`config.mk`:
```
export PLATFORM = sky130hd
export DESIGN_NAME = nl2_new_dbank_scrub_req_q
export DESIGN_NICKNAME = d
export VERILOG_FILES = /design/src/rtl/nl2_new_dbank_scrub_req_q_pkg.sv /design/src/rtl/nl2_sat_cnt.sv /design/src/rtl/nl2_new_dbank_scrub_req_q.sv
export SDC_FILE = /design/constraint.sdc
export NUM_CORES = 1
export LEC_CHECK = 0
export CAP_MARGIN = 20
export CORE_ASPECT_RATIO = 0.6
export CORE_UTILIZATION = 45
export CTS_BUF_LIST = sky130_fd_sc_hd__clkbuf_16
export CTS_CLUSTER_DIAMETER = 150
export CTS_CLUSTER_SIZE = 24
export DETAILED_ROUTE_END_ITERATION = 16
export HOLD_SLACK_MARGIN = 0.03
export PLACE_DENSITY = 0.66
export SLEW_MARGIN = 0
export SYNTH_ARGS = -nofsm -noshare
export SYNTH_HDL_FRONTEND = slang
export SYNTH_SLANG_ARGS = --single-unit
```
`constraint.sdc`:
```
create_clock -name clk -period 5 [get_ports clk]
set_clock_uncertainty 0.05 [all_clocks]
set_input_delay 0.5 -clock clk [delete_from_list [all_inputs] [get_ports clk]]
set_output_delay 0.5 -clock clk [all_outputs]
set_load 0.005 [all_outputs]
```
`src/rtl/nl2_new_dbank_scrub_req_q_pkg.sv`:
```
// Shared nl2 scrub package: queue entry layout and queue depth legality limits.
package nl2_new_dbank_scrub_req_q_pkg;

    // Entries are stored at the widest supported geometry; narrower instances zero-extend.
    localparam int SCRUB_BNK_W_MAX  = 4;
    localparam int SCRUB_ADDR_W_MAX = 32;

    localparam int SCRUB_DEPTH_MIN = 2;
    localparam int SCRUB_DEPTH_MAX = 8;

    typedef struct packed {
        logic [SCRUB_BNK_W_MAX-1:0]  bnk;
        logic [SCRUB_ADDR_W_MAX-1:0] addr;
    } scrub_entry_t;

    function automatic bit scrub_depth_legal(input int depth);
        return (depth == 2) || (depth == 4) || (depth == 8);
    endfunction

endpackage

```
`src/rtl/nl2_sat_cnt.sv`:
```
// Saturating up-counter with a synchronous clear that overrides the increment.
module nl2_sat_cnt #(
    parameter int W = 8
) (
    input  logic         clk,
    input  logic         rst_a,
    input  logic         clr_i,
    input  logic         inc_i,
    output logic [W-1:0] cnt_o
);

    logic [W-1:0] cnt_q;
    logic [W-1:0] cnt_d;

    always_comb begin
        cnt_d = cnt_q;
        if (clr_i) begin
            cnt_d = '0;
        end else if (inc_i && (cnt_q != {W{1'b1}})) begin
            cnt_d = cnt_q + 1'b1;
        end
    end

    always_ff @(posedge clk or posedge rst_a) begin
        if (rst_a) begin
            cnt_q <= '0;
        end else begin
            cnt_q <= cnt_d;
        end
    end

    assign cnt_o = cnt_q;

endmodule

```
`src/rtl/nl2_new_dbank_scrub_req_q.sv`:
```
// Deduplicating FIFO of correctable-ECC scrub requests between the dbank read
// path and the scrub controller; full-queue drops are tallied in ovf_cnt.
`ifndef nl2_SRAM_BLOCK_ADDR_SIZE
`define nl2_SRAM_BLOCK_ADDR_SIZE 12
`endif

module nl2_new_dbank_scrub_req_q
    import nl2_new_dbank_scrub_req_q_pkg::*;
#(
    parameter int N_SRAM          = 4,
    parameter int BLOCK_ADDR_SIZE = `nl2_SRAM_BLOCK_ADDR_SIZE,
    parameter int DEPTH           = 4,
    parameter int OVF_CNT_W       = 8
) (
    input  logic                       clk,
    input  logic                       rst_a,
    input  logic                       ecc_sb_err,
    input  logic [N_SRAM-1:0]          ecc_err_bnk,
    input  logic [BLOCK_ADDR_SIZE-1:0] ecc_err_addr,
    output logic                       req_scrub,
    input  logic                       req_ack,
    output logic [N_SRAM-1:0]          req_bnk,
    output logic [BLOCK_ADDR_SIZE-1:0] req_addr,
    output logic [$clog2(DEPTH):0]     q_level,
    output logic                       q_full,
    output logic [OVF_CNT_W-1:0]       ovf_cnt,
    input  logic                       ovf_clr
);

    localparam int PW = $clog2(DEPTH) + 1;
    localparam int IW = PW - 1;

    scrub_entry_t         mem_q [DEPTH];
    logic [DEPTH-1:0]     valid_q;
    logic [PW-1:0]        wptr_q;
    logic [PW-1:0]        rptr_q;

    scrub_entry_t         rpt_entry;
    scrub_entry_t         head;
    logic [DEPTH-1:0]     hit;
    logic                 rpt_valid;
    logic                 rpt_dup;
    logic                 pop;
    logic                 push;
    logic                 drop;
    logic [IW-1:0]        wr_idx;
    logic [IW-1:0]        rd_idx;

    assign rpt_valid = ecc_sb_err && (|ecc_err_bnk);

    always_comb begin
        rpt_entry      = '0;
        rpt_entry.bnk  = SCRUB_BNK_W_MAX'(ecc_err_bnk);
        rpt_entry.addr = SCRUB_ADDR_W_MAX'(ecc_err_addr);
    end

    // The head still counts as present in the cycle it is popped, so a
    // repeat report of the entry being acked is absorbed rather than requeued.
    generate
        for (genvar gi = 0; gi < DEPTH; gi++) begin : g_dup
            assign hit[gi] = valid_q[gi] && (mem_q[gi] == rpt_entry);
        end
    endgenerate

    assign rpt_dup = |hit;

    assign wr_idx = wptr_q[IW-1:0];
    assign rd_idx = rptr_q[IW-1:0];

    assign q_level   = wptr_q - rptr_q;
    assign q_full    = (q_level == PW'(DEPTH));
    assign req_scrub = (q_level != '0);

    assign pop  = req_scrub && req_ack;
    assign push = rpt_valid && !rpt_dup && (!q_full || pop);
    assign drop = rpt_valid && !rpt_dup && q_full && !pop;

    always_ff @(posedge clk or posedge rst_a) begin
        if (rst_a) begin
            wptr_q  <= '0;
            rptr_q  <= '0;
            valid_q <= '0;
            for (int i = 0; i < DEPTH; i++) begin
                mem_q[i] <= '0;
            end
        end else begin
            if (pop) begin
                rptr_q          <= rptr_q + 1'b1;
                valid_q[rd_idx] <= 1'b0;
            end
            // On a full push+pop the write slot is the head slot; the set wins.
            if (push) begin
                wptr_q          <= wptr_q + 1'b1;
                valid_q[wr_idx] <= 1'b1;
                mem_q[wr_idx]   <= rpt_entry;
            end
        end
    end

    assign head     = mem_q[rd_idx];
    assign req_bnk  = req_scrub ? head.bnk[N_SRAM-1:0] : '0;
    assign req_addr = req_scrub ? head.addr[BLOCK_ADDR_SIZE-1:0] : '0;

    nl2_sat_cnt #(
        .W (OVF_CNT_W)
    ) u_ovf_cnt (
        .clk   (clk),
        .rst_a (rst_a),
        .clr_i (ovf_clr),
        .inc_i (drop),
        .cnt_o (ovf_cnt)
    );

endmodule

```
==> report_table.html, run 1 <==
<table>
<tr><th>Metric</th><th>Value</th></tr>
<tr><th colspan="2">Global routing</th></tr>
<tr><td>Global-route wire length before repair</td><td>17500 um</td></tr>
<tr><td>Total gr overflow</td><td>0</td></tr>
<tr><td>All-Layer GR Usage</td><td>0.219</td></tr>
<tr><td>Maximum number of pins on one net before global-route repair</td><td>43</td></tr>
<tr><td>Vias in the first global route</td><td>3015</td></tr>
<tr><td>Antenna violations before repair</td><td>0</td></tr>
<tr><th colspan="2">Critical path</th></tr>
<tr><td>Crit path capture type</td><td>output port</td></tr>
<tr><td>CP Cell Sequence</td><td>inv_1 -&gt; ha_1 -&gt; fa_1 -&gt; xor3_2 -&gt; nor3_2 -&gt; buf_4 -&gt; inv_1 -&gt; clkdlybuf4s50_1</td></tr>
<tr><td>Max FO, Critical Path</td><td>11</td></tr>
<tr><td>Required @ worst endpoint</td><td>4.45 ns</td></tr>
<tr><td>Crit-path max cell delay</td><td>0.63 ns</td></tr>
<tr><td>Slowest CP cell</td><td>sky130_fd_sc_hd__nor3_2</td></tr>
<tr><td>Critical setup path kind</td><td>register to output port</td></tr>
<tr><td>Cell seen most often among critical-path stages</td><td>sky130_fd_sc_hd__inv_1</td></tr>
<tr><td>Category of cells accounting for the largest share of critical-path delay</td><td>buffers and inverters</td></tr>
<tr><td>Arrival time reported for the critical path endpoint</td><td>3.34 ns</td></tr>
<tr><td>Buffers plus inverters on the worst setup path</td><td>4</td></tr>
<tr><td>R2R setup slack</td><td>1.61 ns</td></tr>
<tr><td>Element type at the critical path start</td><td>register</td></tr>
<tr><th colspan="2">Pwr</th></tr>
<tr><td>Cell leakage power</td><td>2.27 nW</td></tr>
<tr><td>Worst IR Drop VDD</td><td>0.644 mV</td></tr>
<tr><td>Pwr per Cell Area</td><td>714 nW/um^2</td></tr>
<tr><th colspan="2">STA</th></tr>
<tr><td>Final number of hold-violating endpoints</td><td>0</td></tr>
<tr><td>Number of pins exceeding their max-slew limit in the final report</td><td>0</td></tr>
<tr><td>Unrepaired setup endpoints after global routing</td><td>false</td></tr>
<tr><td>Transition time at the pin with the least slew margin</td><td>0.813 ns</td></tr>
<tr><td>Min Clock Period, post-route</td><td>3.89 ns</td></tr>
<tr><td>Worst slew margin relative to its limit</td><td>0.455</td></tr>
<tr><td>Highest clock frequency the design can meet</td><td>257 MHz</td></tr>
<tr><td>Final total negative setup slack</td><td>0 ns</td></tr>
<tr><td>Setup violations, final</td><td>0</td></tr>
<tr><td>Post-route fraction of the period consumed by the critical path</td><td>0.779</td></tr>
<tr><th colspan="2">Placed design</th></tr>
<tr><td>Post-place instance area</td><td>5290 um^2</td></tr>
<tr><td>Estimated wirelength of the detail-placed design</td><td>7860 um</td></tr>
<tr><td>Final GP Congestion</td><td>0.755</td></tr>
<tr><td>Count of buffers from port buffering</td><td>49</td></tr>
<tr><th colspan="2">Clock network</th></tr>
<tr><td>Clock-pin slew on the worst setup and hold paths</td><td>0.06 ns</td></tr>
<tr><td>Root cell of the clock tree</td><td>sky130_fd_sc_hd__clkbuf_16</td></tr>
<tr><td>Htree depth</td><td>3</td></tr>
<tr><td>Clock tree from TritonCTS</td><td>done</td></tr>
<tr><td>Clock insertion delay at the later pin of the skew report</td><td>0.33 ns</td></tr>
<tr><td>Clock sink total</td><td>82</td></tr>
<tr><td>Post-cts resize count</td><td>0</td></tr>
<tr><td>Inserted Clock Buffers</td><td>9</td></tr>
<tr><td>Number of hold buffers added after cts</td><td>0</td></tr>
<tr><td>CTS max path bufs</td><td>2</td></tr>
<tr><td>Postcts setup bufs</td><td>0</td></tr>
<tr><th colspan="2">Synth</th></tr>
<tr><td>Syn avg cell area</td><td>12.3 um^2</td></tr>
<tr><td>Number of flops mapped to enable cells by yosys</td><td>0</td></tr>
<tr><td>Commonest register cell after synthesis</td><td>sky130_fd_sc_hd__dfrtp_1</td></tr>
<tr><td>Post-synth cell types</td><td>39</td></tr>
<tr><td>Most used standard cell by instance count after synthesis</td><td>sky130_fd_sc_hd__dfrtp_1</td></tr>
<tr><td>Area share of the leading cell type in the synthesized netlist</td><td>0.432</td></tr>
<tr><td>Library cell with the largest summed area after synthesis</td><td>sky130_fd_sc_hd__dfrtp_1</td></tr>
<tr><td>Commonest cells in the synthesized netlist</td><td>sky130_fd_sc_hd__dfrtp_1, sky130_fd_sc_hd__mux2_2, sky130_fd_sc_hd__xnor2_1, sky130_fd_sc_hd__xor2_1, sky130_fd_sc_hd__nor2b_1</td></tr>
<tr><td>Sequential cell area fraction in the yosys report</td><td>0.432</td></tr>
<tr><td>Flip-flop and latch count after synthesis</td><td>82</td></tr>
<tr><td>Post-synthesis net count</td><td>418</td></tr>
<tr><td>Post-synthesis instance area</td><td>4750 um^2</td></tr>
<tr><td>Cell count after synthesis</td><td>386</td></tr>
<tr><td>Number of synthesis warnings</td><td>0</td></tr>
<tr><td>Top cells by area, synth</td><td>sky130_fd_sc_hd__dfrtp_1, sky130_fd_sc_hd__mux2_2, sky130_fd_sc_hd__mux4_2</td></tr>
<tr><td>Share of flip-flops with an asynchronous set or reset after synthesis</td><td>1.00</td></tr>
<tr><th colspan="2">Flow run</th></tr>
<tr><td>Number of max-cap violations</td><td>0</td></tr>
<tr><th colspan="2">Detailed routing</th></tr>
<tr><td>Drt drc</td><td>0</td></tr>
<tr><td>WL final</td><td>11100 um</td></tr>
<tr><td>Number of vias after detailed routing</td><td>3098</td></tr>
<tr><td>Initial DRC Count</td><td>188</td></tr>
<tr><td>Avg WL per Cell</td><td>19.7 um</td></tr>
<tr><td>ANT nets after route</td><td>0</td></tr>
<tr><td>Iteration count of the initial detailed-routing pass</td><td>4</td></tr>
<tr><td>Vias per inst</td><td>5.51</td></tr>
<tr><th colspan="2">Floorplan</th></tr>
<tr><td>Core outline area</td><td>10100 um^2</td></tr>
<tr><td>Initial Util</td><td>0.473</td></tr>
<tr><td>Height of the die</td><td>81.6 um</td></tr>
<tr><td>Floorplan die width</td><td>135 um</td></tr>
<tr><td>Core Rows</td><td>28</td></tr>
<tr><td>Die area</td><td>11000 um^2</td></tr>
<tr><td>Number of ports placed on the die boundary</td><td>50</td></tr>
<tr><th colspan="2">Status</th></tr>
<tr><td>Run status</td><td>completed</td></tr>
<tr><th colspan="2">Cells and area</th></tr>
<tr><td>Ant diodes</td><td>0</td></tr>
<tr><td>End-of-flow core utilization</td><td>0.554</td></tr>
<tr><td>Proportion of layout cells with a drive suffix above 1</td><td>0.262</td></tr>
<tr><td># fillers</td><td>825</td></tr>
<tr><td>Summed area of non-filler cells in the final layout</td><td>5570 um^2</td></tr>
<tr><td>Area growth syn-to-layout</td><td>17.2%</td></tr>
<tr><td>Layout net count</td><td>454</td></tr>
<tr><th colspan="2">Worst hold path</th></tr>
<tr><td>Class of the most critical hold timing path</td><td>register to register</td></tr>
</table>
## state kept, by name, summed over array words and instances, names as in the netlist
signal and flops:
wptr_q 3, u_ovf_cnt.cnt_o 8, valid_q 4, rptr_q 3, mem_q 64
## per-layer routing
| layer | vias up | wire, um | track usage |
|---|---|---|---|
| met2 | 80 | 4460 | 0.281 |
| met5 | - | 0 | 0 |
| met3 | 4 | 729 | 0.0586 |
| li1 | 1421 | - | - |
| met4 | 0 | 35 | 0.0551 |
| met1 | 1593 | 5840 | 0.352 |
## power breakdown
| group | internal [mW] | total [mW] | switching, mW | leakage [nW] |
|---|---|---|---|---|
| clock | 0.377 | 0.629 | 0.252 | 0.148 |
| combinational | 1.24 | 2.08 | 0.844 | 1.13 |
| sequential | 0.981 | 1.27 | 0.288 | 0.989 |
## cell families (layout without fill, tap and decap cells)
| kind of cell | Yosys count | count (layout) | synth area share |
|---|---|---|---|
| AOI/OAI and AO/OA | 18 | 18 | 0.0266 |
| xor gates and xnor gates | 69 | 69 | 0.131 |
| adders and majority gates | 11 | 11 | 0.0305 |
| buffers and inverters | 41 | 82 | 0.0429 |
| DFF | 82 | 82 | 0.432 |
| muxes | 85 | 85 | 0.239 |
| and+or+nand+nor | 80 | 80 | 0.0985 |
## worst paths after layout
path / from / to / cells after the start
max: wptr_q[0] / req_scrub / 8
min in group asynchronous: rst_a / u_ovf_cnt.cnt_o[0] / 2
min reg2reg: rptr_q[2] / rptr_q[2] / 1
max reg2reg: wptr_q[0] / mem_q[0] / 9
max in group asynchronous: rst_a / mem_q[39] / 3
min: rptr_q[2] / rptr_q[2] / 1
## stage by stage
step	instances	total power [mW]	hold WS [ns]	worst slack, ns
after global placement	546	3.32	0.427	1.48
after detailed placement	546	3.36	0.425	1.44
after floorplan	386	2.51	0.407	2.09
after global routing	562	4.25	0.466	0.986
after CTS	562	4.02	0.436	1.08
final	562	3.98	0.434	1.11
## cells in the final DEF, fill, tap and decap left out, types with 2 or more instances in the layout
master | Yosys | routed
sky130_fd_sc_hd__dfrtp_1 | 82 | 82
sky130_fd_sc_hd__mux2_2 | 68 | 68
sky130_fd_sc_hd__clkdlybuf4s50_1 | 0 | 49
sky130_fd_sc_hd__xnor2_1 | 34 | 34
sky130_fd_sc_hd__xor2_1 | 34 | 34
sky130_fd_sc_hd__nor2b_1 | 18 | 18
sky130_fd_sc_hd__mux4_2 | 16 | 16
sky130_fd_sc_hd__inv_1 | 13 | 15
sky130_fd_sc_hd__nand3_1 | 11 | 11
sky130_fd_sc_hd__nand2_1 | 10 | 10
sky130_fd_sc_hd__ha_1 | 10 | 10
sky130_fd_sc_hd__nor4_1 | 9 | 9
sky130_fd_sc_hd__clkbuf_16 | 0 | 9
sky130_fd_sc_hd__nor2_1 | 6 | 6
sky130_fd_sc_hd__nand4_1 | 5 | 5
sky130_fd_sc_hd__nor3_1 | 6 | 5
sky130_fd_sc_hd__o21ai_0 | 5 | 5
sky130_fd_sc_hd__nand3_2 | 4 | 4
sky130_fd_sc_hd__or4_1 | 4 | 4
sky130_fd_sc_hd__a21oi_1 | 4 | 4
sky130_fd_sc_hd__buf_4 | 3 | 4
sky130_fd_sc_hd__o31ai_1 | 3 | 3
sky130_fd_sc_hd__clkinv_2 | 0 | 2
sky130_fd_sc_hd__nand2b_1 | 2 | 2
sky130_fd_sc_hd__clkinv_1 | 0 | 2
## layout make-up
cell class / count / area [um^2] / area share
clock buffers: 9 / 225 / 0.0404
inverters: 13 / 50.0 / 0.00898
flip-flops and latches: 82 / 2050 / 0.368
well taps: 135 / 169 / 0.0303
clock inverters: 7 / 53.8 / 0.00966
multi-input cells: 263 / 2500 / 0.449
repair buffers: 53 / 520 / 0.0934
(Power assumes the default switching activity.)
==> run 2: changes to the inputs <==
--- a/config.mk
+++ b/config.mk
@@ -13,7 +13,7 @@
 export CTS_CLUSTER_SIZE = 24
 export DETAILED_ROUTE_END_ITERATION = 16
 export HOLD_SLACK_MARGIN = 0.03
-export PLACE_DENSITY = 0.66
+export PLACE_DENSITY = 0.68
 export SLEW_MARGIN = 0
 export SYNTH_ARGS = -nofsm -noshare
 export SYNTH_HDL_FRONTEND = slang
==> constraint.sdc (replaced) <==
create_clock -name clk -period 3.4 [get_ports clk]
set_clock_uncertainty 0.05 [all_clocks]
set_input_delay 0.34 -clock clk [delete_from_list [all_inputs] [get_ports clk]]
set_output_delay 0.34 -clock clk [all_outputs]
set_load 0.005 [all_outputs]
==> report_table.html, run 2 (same netlist as run 1, synthesis figures left out) <==
<table>
<tr><th>Metric</th><th>Value</th></tr>
<tr><th colspan="2">Critical path</th></tr>
<tr><td>Crit path capture type</td><td>output port</td></tr>
<tr><td>Critical setup path kind</td><td>register to output port</td></tr>
<tr><td>Max FO, Critical Path</td><td>17</td></tr>
<tr><td>Element type at the critical path start</td><td>register</td></tr>
<tr><td>Arrival time reported for the critical path endpoint</td><td>2.84 ns</td></tr>
<tr><td>Required @ worst endpoint</td><td>3.01 ns</td></tr>
<tr><th colspan="2">Cells and area</th></tr>
<tr><td>Highest-count cells in the layout ignoring fill and taps</td><td>sky130_fd_sc_hd__dfrtp_1, sky130_fd_sc_hd__mux2_2, sky130_fd_sc_hd__clkdlybuf4s50_1</td></tr>
<tr><td>Register name with the most flops</td><td>mem_q</td></tr>
<tr><td>Area growth syn-to-layout</td><td>20.4%</td></tr>
<tr><td>End-of-flow core utilization</td><td>0.569</td></tr>
<tr><td>Summed area of non-filler cells in the final layout</td><td>5720 um^2</td></tr>
<tr><td>Proportion of layout cells with a drive suffix above 1</td><td>0.282</td></tr>
<tr><td># fillers</td><td>813</td></tr>
<tr><td>Layout net count</td><td>462</td></tr>
<tr><td>Area of the multi-input gates</td><td>2510 um^2</td></tr>
<tr><td>Most common cell after layout, fill and taps aside</td><td>sky130_fd_sc_hd__dfrtp_1</td></tr>
<tr><td>Ant diodes</td><td>0</td></tr>
<tr><td>Sequential cell area</td><td>2050 um^2</td></tr>
<tr><td>Flip-flop count of the largest register after layout</td><td>64</td></tr>
<tr><th colspan="2">STA</th></tr>
<tr><td>Post-route fraction of the period consumed by the critical path</td><td>0.951</td></tr>
<tr><td>Final total negative setup slack</td><td>0 ns</td></tr>
<tr><td>Worst slew margin relative to its limit</td><td>0.542</td></tr>
<tr><td>Hold WS</td><td>0.360 ns</td></tr>
<tr><td>Transition time at the pin with the least slew margin</td><td>0.686 ns</td></tr>
<tr><td>Min Clock Period, post-route</td><td>3.23 ns</td></tr>
<tr><td>Number of pins exceeding their max-slew limit in the final report</td><td>0</td></tr>
<tr><td>Unrepaired setup endpoints after global routing</td><td>false</td></tr>
<tr><td>Final number of hold-violating endpoints</td><td>0</td></tr>
<tr><td>Highest clock frequency the design can meet</td><td>309 MHz</td></tr>
<tr><td>Setup violations, final</td><td>0</td></tr>
<tr><th colspan="2">Placed design</th></tr>
<tr><td>Final GP Congestion</td><td>0.785</td></tr>
<tr><td>Count of buffers from port buffering</td><td>49</td></tr>
<tr><td>Estimated wirelength of the detail-placed design</td><td>8130 um</td></tr>
<tr><td>Post-place instance area</td><td>5420 um^2</td></tr>
<tr><th colspan="2">Clock network</th></tr>
<tr><td>Htree depth</td><td>3</td></tr>
<tr><td>CTS max path bufs</td><td>2</td></tr>
<tr><td>Inserted Clock Buffers</td><td>9</td></tr>
<tr><td>Clock insertion delay at the later pin of the skew report</td><td>0.34 ns</td></tr>
<tr><td>Clock sink total</td><td>82</td></tr>
<tr><td>Root cell of the clock tree</td><td>sky130_fd_sc_hd__clkbuf_16</td></tr>
<tr><td>Clock tree from TritonCTS</td><td>done</td></tr>
<tr><td>Clock-pin slew on the worst setup and hold paths</td><td>0.06 ns</td></tr>
<tr><th colspan="2">Floorplan</th></tr>
<tr><td>Core Rows</td><td>28</td></tr>
<tr><td>Number of ports placed on the die boundary</td><td>50</td></tr>
<tr><td>Initial Util</td><td>0.473</td></tr>
<tr><td>Die area</td><td>11000 um^2</td></tr>
<tr><td>Height of the die</td><td>81.6 um</td></tr>
<tr><td>Core outline area</td><td>10100 um^2</td></tr>
<tr><td>Floorplan die width</td><td>135 um</td></tr>
<tr><th colspan="2">Flow run</th></tr>
<tr><td>Number of max-cap violations</td><td>0</td></tr>
<tr><th colspan="2">Worst hold path</th></tr>
<tr><td>Class of the most critical hold timing path</td><td>input port to asynchronous set/reset pin</td></tr>
<tr><th colspan="2">Detailed routing</th></tr>
<tr><td>Iteration count of the initial detailed-routing pass</td><td>5</td></tr>
<tr><td>Initial DRC Count</td><td>212</td></tr>
<tr><td>ANT nets after route</td><td>0</td></tr>
<tr><td>Number of vias after detailed routing</td><td>3149</td></tr>
<tr><td>Avg WL per Cell</td><td>20.0 um</td></tr>
<tr><td>WL final</td><td>11400 um</td></tr>
<tr><td>Drt drc</td><td>0</td></tr>
<tr><td>Vias per inst</td><td>5.54</td></tr>
<tr><th colspan="2">Global routing</th></tr>
<tr><td>Global-route wire length before repair</td><td>18000 um</td></tr>
<tr><td>Antenna violations before repair</td><td>0</td></tr>
<tr><td>Total gr overflow</td><td>0</td></tr>
<tr><td>Maximum number of pins on one net before global-route repair</td><td>46</td></tr>
<tr><td>Vias in the first global route</td><td>3121</td></tr>
<tr><td>All-Layer GR Usage</td><td>0.227</td></tr>
<tr><th colspan="2">Pwr</th></tr>
<tr><td>Worst IR Drop VDD</td><td>0.780 mV</td></tr>
<tr><td>Cell leakage power</td><td>2.34 nW</td></tr>
<tr><td>Pwr per Cell Area</td><td>1050 nW/um^2</td></tr>
<tr><th colspan="2">Status</th></tr>
<tr><td>Run status</td><td>completed</td></tr>
</table>
run 2: worst paths after layout:
check                           startpoint                  to  slack (ns)  cells after the start
min in group clk                 rptr_q[2]           rptr_q[2]        0.45                      1
worst min-delay path                 rst_a           mem_q[35]        0.36                      2
worst max register to register   wptr_q[0]  u_ovf_cnt.cnt_o[0]        0.22                     10
max in group asynchronous            rst_a           mem_q[41]        2.27                      3
worst min register to register   rptr_q[2]           rptr_q[2]        0.45                      1
worst max-delay path             wptr_q[0]           req_scrub        0.17                      8
run 2: power breakdown:
part | leakage [nW] | switching, mW | internal, mW
Clock | 0.150 | 0.373 | 0.628
Combinational | 1.20 | 1.27 | 1.89
Sequential | 0.989 | 0.425 | 1.44
Total | 2.34 | 2.06 | 3.97
run 2: worst max-delay path: stages (launching register included):
cell and delay [ns]:
sky130_fd_sc_hd__dfrtp_1 0.39, sky130_fd_sc_hd__inv_1 0.13, sky130_fd_sc_hd__ha_1 0.23, sky130_fd_sc_hd__fa_1 0.40
sky130_fd_sc_hd__xor3_2 0.43, sky130_fd_sc_hd__nor3_2 0.14, sky130_fd_sc_hd__buf_6 0.23, sky130_fd_sc_hd__inv_1 0.10
sky130_fd_sc_hd__clkdlybuf4s50_1 0.45
run 2: routing by layer:
metal / global-route usage / vias to the layer above / part of all wire
met2: 0.312 / 70 / 0.42
met1: 0.355 / 1632 / 0.52
met5: 0 / - / 0
met3: 0.0494 / 4 / 0.054
li1: - / 1443 / -
met4: 0.0573 / 0 / 0.0041
run 2: what timing repair did:
action                                  CTS  global route
endpoints found under the setup margin    0             2
setup buffers                             0             0
hold buffers                              0             0
resized for setup                         0             2
run 2: cell type report:
class / instances / share of cell area
tap: 135 / 0.0295
multi-input combinational: 263 / 0.438
sequential: 82 / 0.359
timing repair buffer: 61 / 0.113
inverter: 13 / 0.00875
clock inverter: 5 / 0.0127
clock buffer: 9 / 0.0394
run 2: stage by stage:
| step | worst slack [ns] | std cells | power, mW |
|---|---|---|---|
| floorplan | 0.493 | 386 | 3.69 |
| global placement | 0.331 | 554 | 4.96 |
| detailed placement | 0.283 | 554 | 5.02 |
| CTS | 0.115 | 568 | 6.06 |
| global route | 0.0354 | 568 | 6.41 |
| finish | 0.166 | 568 | 6.03 |
==> RTL edit (flow settings as in run 2) <==
Set the macro `nl2_SRAM_BLOCK_ADDR_SIZE` to 14 (it was 12).
--- a/src/rtl/nl2_new_dbank_scrub_req_q.sv
+++ b/src/rtl/nl2_new_dbank_scrub_req_q.sv
@@ -3,3 +3,3 @@
 `ifndef nl2_SRAM_BLOCK_ADDR_SIZE
-`define nl2_SRAM_BLOCK_ADDR_SIZE 12
+`define nl2_SRAM_BLOCK_ADDR_SIZE 14
 `endif
Ports: changed (resized ecc_err_addr and req_addr); port bits go from 50 to 54. The function was not compared with the original's and may differ.
==> RTL edit against run 2 <==
- sequential power up 11%
- synthesized area up 15%
- non-clock buffer count up 12
- wire length up 15%
- critical endpoint is now req_bnk[1]
- highest routed layer unchanged
- total power up 14%
- sequential cell count up 8
- worst hold slack better by 7.1 ps
- cell area up 13%
- setup slack better by 20 ps
- count of clock-buffer cells in the layout unchanged
- critical path depth unchanged
- cell count up 12%
- sequential share of layout area down 0.95 points
==> RTL edit: results (changes against run 2) <==
outcome=complete, no violations; via count=3430 (+8.9%); Setup WS pre-CTS=223 ps (-60.4 ps); M3 GR Usage=0.0451 (-0.00430); first-pass GRT wire length=20500 um (+14%); number of DRC markers in iteration 0=190 (-10%); share of layout cells above drive strength 1=0.291 (+0.00965); vias in the first global route=3569 (+14%); grt met1 use=0.353 (-0.00194); HPWL after DPL=9160 um (+13%); crit path max fanout=19 (+2); HP Class=input port to asynchronous set/reset pin; root buf cell=clkbuf_16; M1 WL=6910 um (+17%); Largest delay share family, worst path=buffers and inverters; fillcell total=961 (+18%); Cell Count, Final, Fillers Out=637 (+12%); all-layer global routing usage=0.228 (+0.00102); placed instance count=621 (+12%); peak supply drop=459 uV (-41%); area post-placement=6120 um^2 (+13%); met2 wire len=5530 um (+16%); initial antenna violation count=0 (unchanged); met2 usage=0.327 (+0.0148); dominant cells by area after synthesis=dfrtp_1 (41%), mux2_2 (9.5%), mux2_4 (7.4%), mux4_2 (7.4%), xnor2_1 (6.4%); Clock Path Buffers=2 (unchanged); LEAKAGE=2.72 nW (+17%); DRT Pass-1 Iters=4 (-1); H-tree Lvls=3 (unchanged); met3 wire len=603 um (-1.3%); Reg clk slew, reported paths=60 ps (about the same); top post-synthesis cells by count=dfrtp_1 (90), mux2_2 (46), xnor2_1 (40); nets=506 (+9.5%); Switching Fraction=0.344 (+0.00173); I/O Buffers=53 (+8.2%); final slew viol count=0 (unchanged); synthesized net count=454 (+8.6%); Antenna diodes=0 (unchanged); WP data arrival=2820 ps (-20 ps); worst slew pin tran=727 ps (+40.5 ps); Syn. warnings=0 (unchanged); overall power=6.89 mW (+14%); Avg Synthesized Cell Area=13.0 um^2 (+5.4%); max reg flops=72 (+13%); WL/cell=20.6 um (+2.9%); largest net degree at the start of global routing=53 (+15%); Resized cells post-CTS=0 (unchanged); Seq/Total Area, Yosys=0.413 (-0.0184); post-synth cell types=44 (+13%); ys flop type=dfrtp_1; post-CTS setup buffers=0 (unchanged); Routability Congestion=0.779 (-0.83%)
RTL edit: cell count changes after synthesis, sizes merged, moves of 3 or more:
| cell | change |
|---|---|
| a21oi | +3 |
| buf | +7 |
| clkbuf | -3 |
| dfrtp | +8 |
| mux2 | +8 |
| nand3 | -3 |
| nand4 | +8 |
| xnor2 | +6 |
RTL edit: kinds of logic (layout without fill, tap and decap cells):
logic type / after synthesis / count (layout) / share of synthesized area
buffers and inverters: 44 / 101 / 0.0595
xor gates and xnor gates: 77 / 77 / 0.127
and+or+nand+nor: 84 / 84 / 0.0994
AOI/OAI and AO/OA: 20 / 20 / 0.0241
DFF: 90 / 90 / 0.413
muxes: 94 / 94 / 0.250
adders and majority gates: 11 / 11 / 0.0266
RTL edit: path summary, 6_finish.rpt:
kind / start / endpoint / slack (ps) / cells past startpoint
worst max-delay path: wptr_q[0] / req_bnk[1] / 190 / 8
worst min-delay path: rst_a / mem_q[117] / 370 / 2
worst max register to register: wptr_q[0] / mem_q[12] / 460 / 10
worst min register to register: rptr_q[2] / rptr_q[2] / 440 / 1
max in group asynchronous: rst_a / mem_q[121] / 2200 / 3
min in group clk: rptr_q[2] / rptr_q[2] / 440 / 1
RTL edit: layout make-up:
type                       count  area [um^2]  area share
inverter                      12         46.3     0.00717
multi-input combinational    286         2880       0.446
clock inverter                 7          109      0.0169
timing repair buffer          73          743       0.115
sequential                    90         2250       0.349
tap                          160          200      0.0310
clock buffer                   9          225      0.0349
RTL edit: power by group through the flow:
stage          sequential, mW  combinational (mW)  clock [mW]
6_report                 2.07                3.70        1.13
4_1_cts                  2.07                3.73        1.14
3_3_place_gp             2.04                3.63           0
3_5_place_dp             2.08                3.69           0
2_1_floorplan            1.95                2.35           0
5_1_grt                  2.13                3.97        1.18
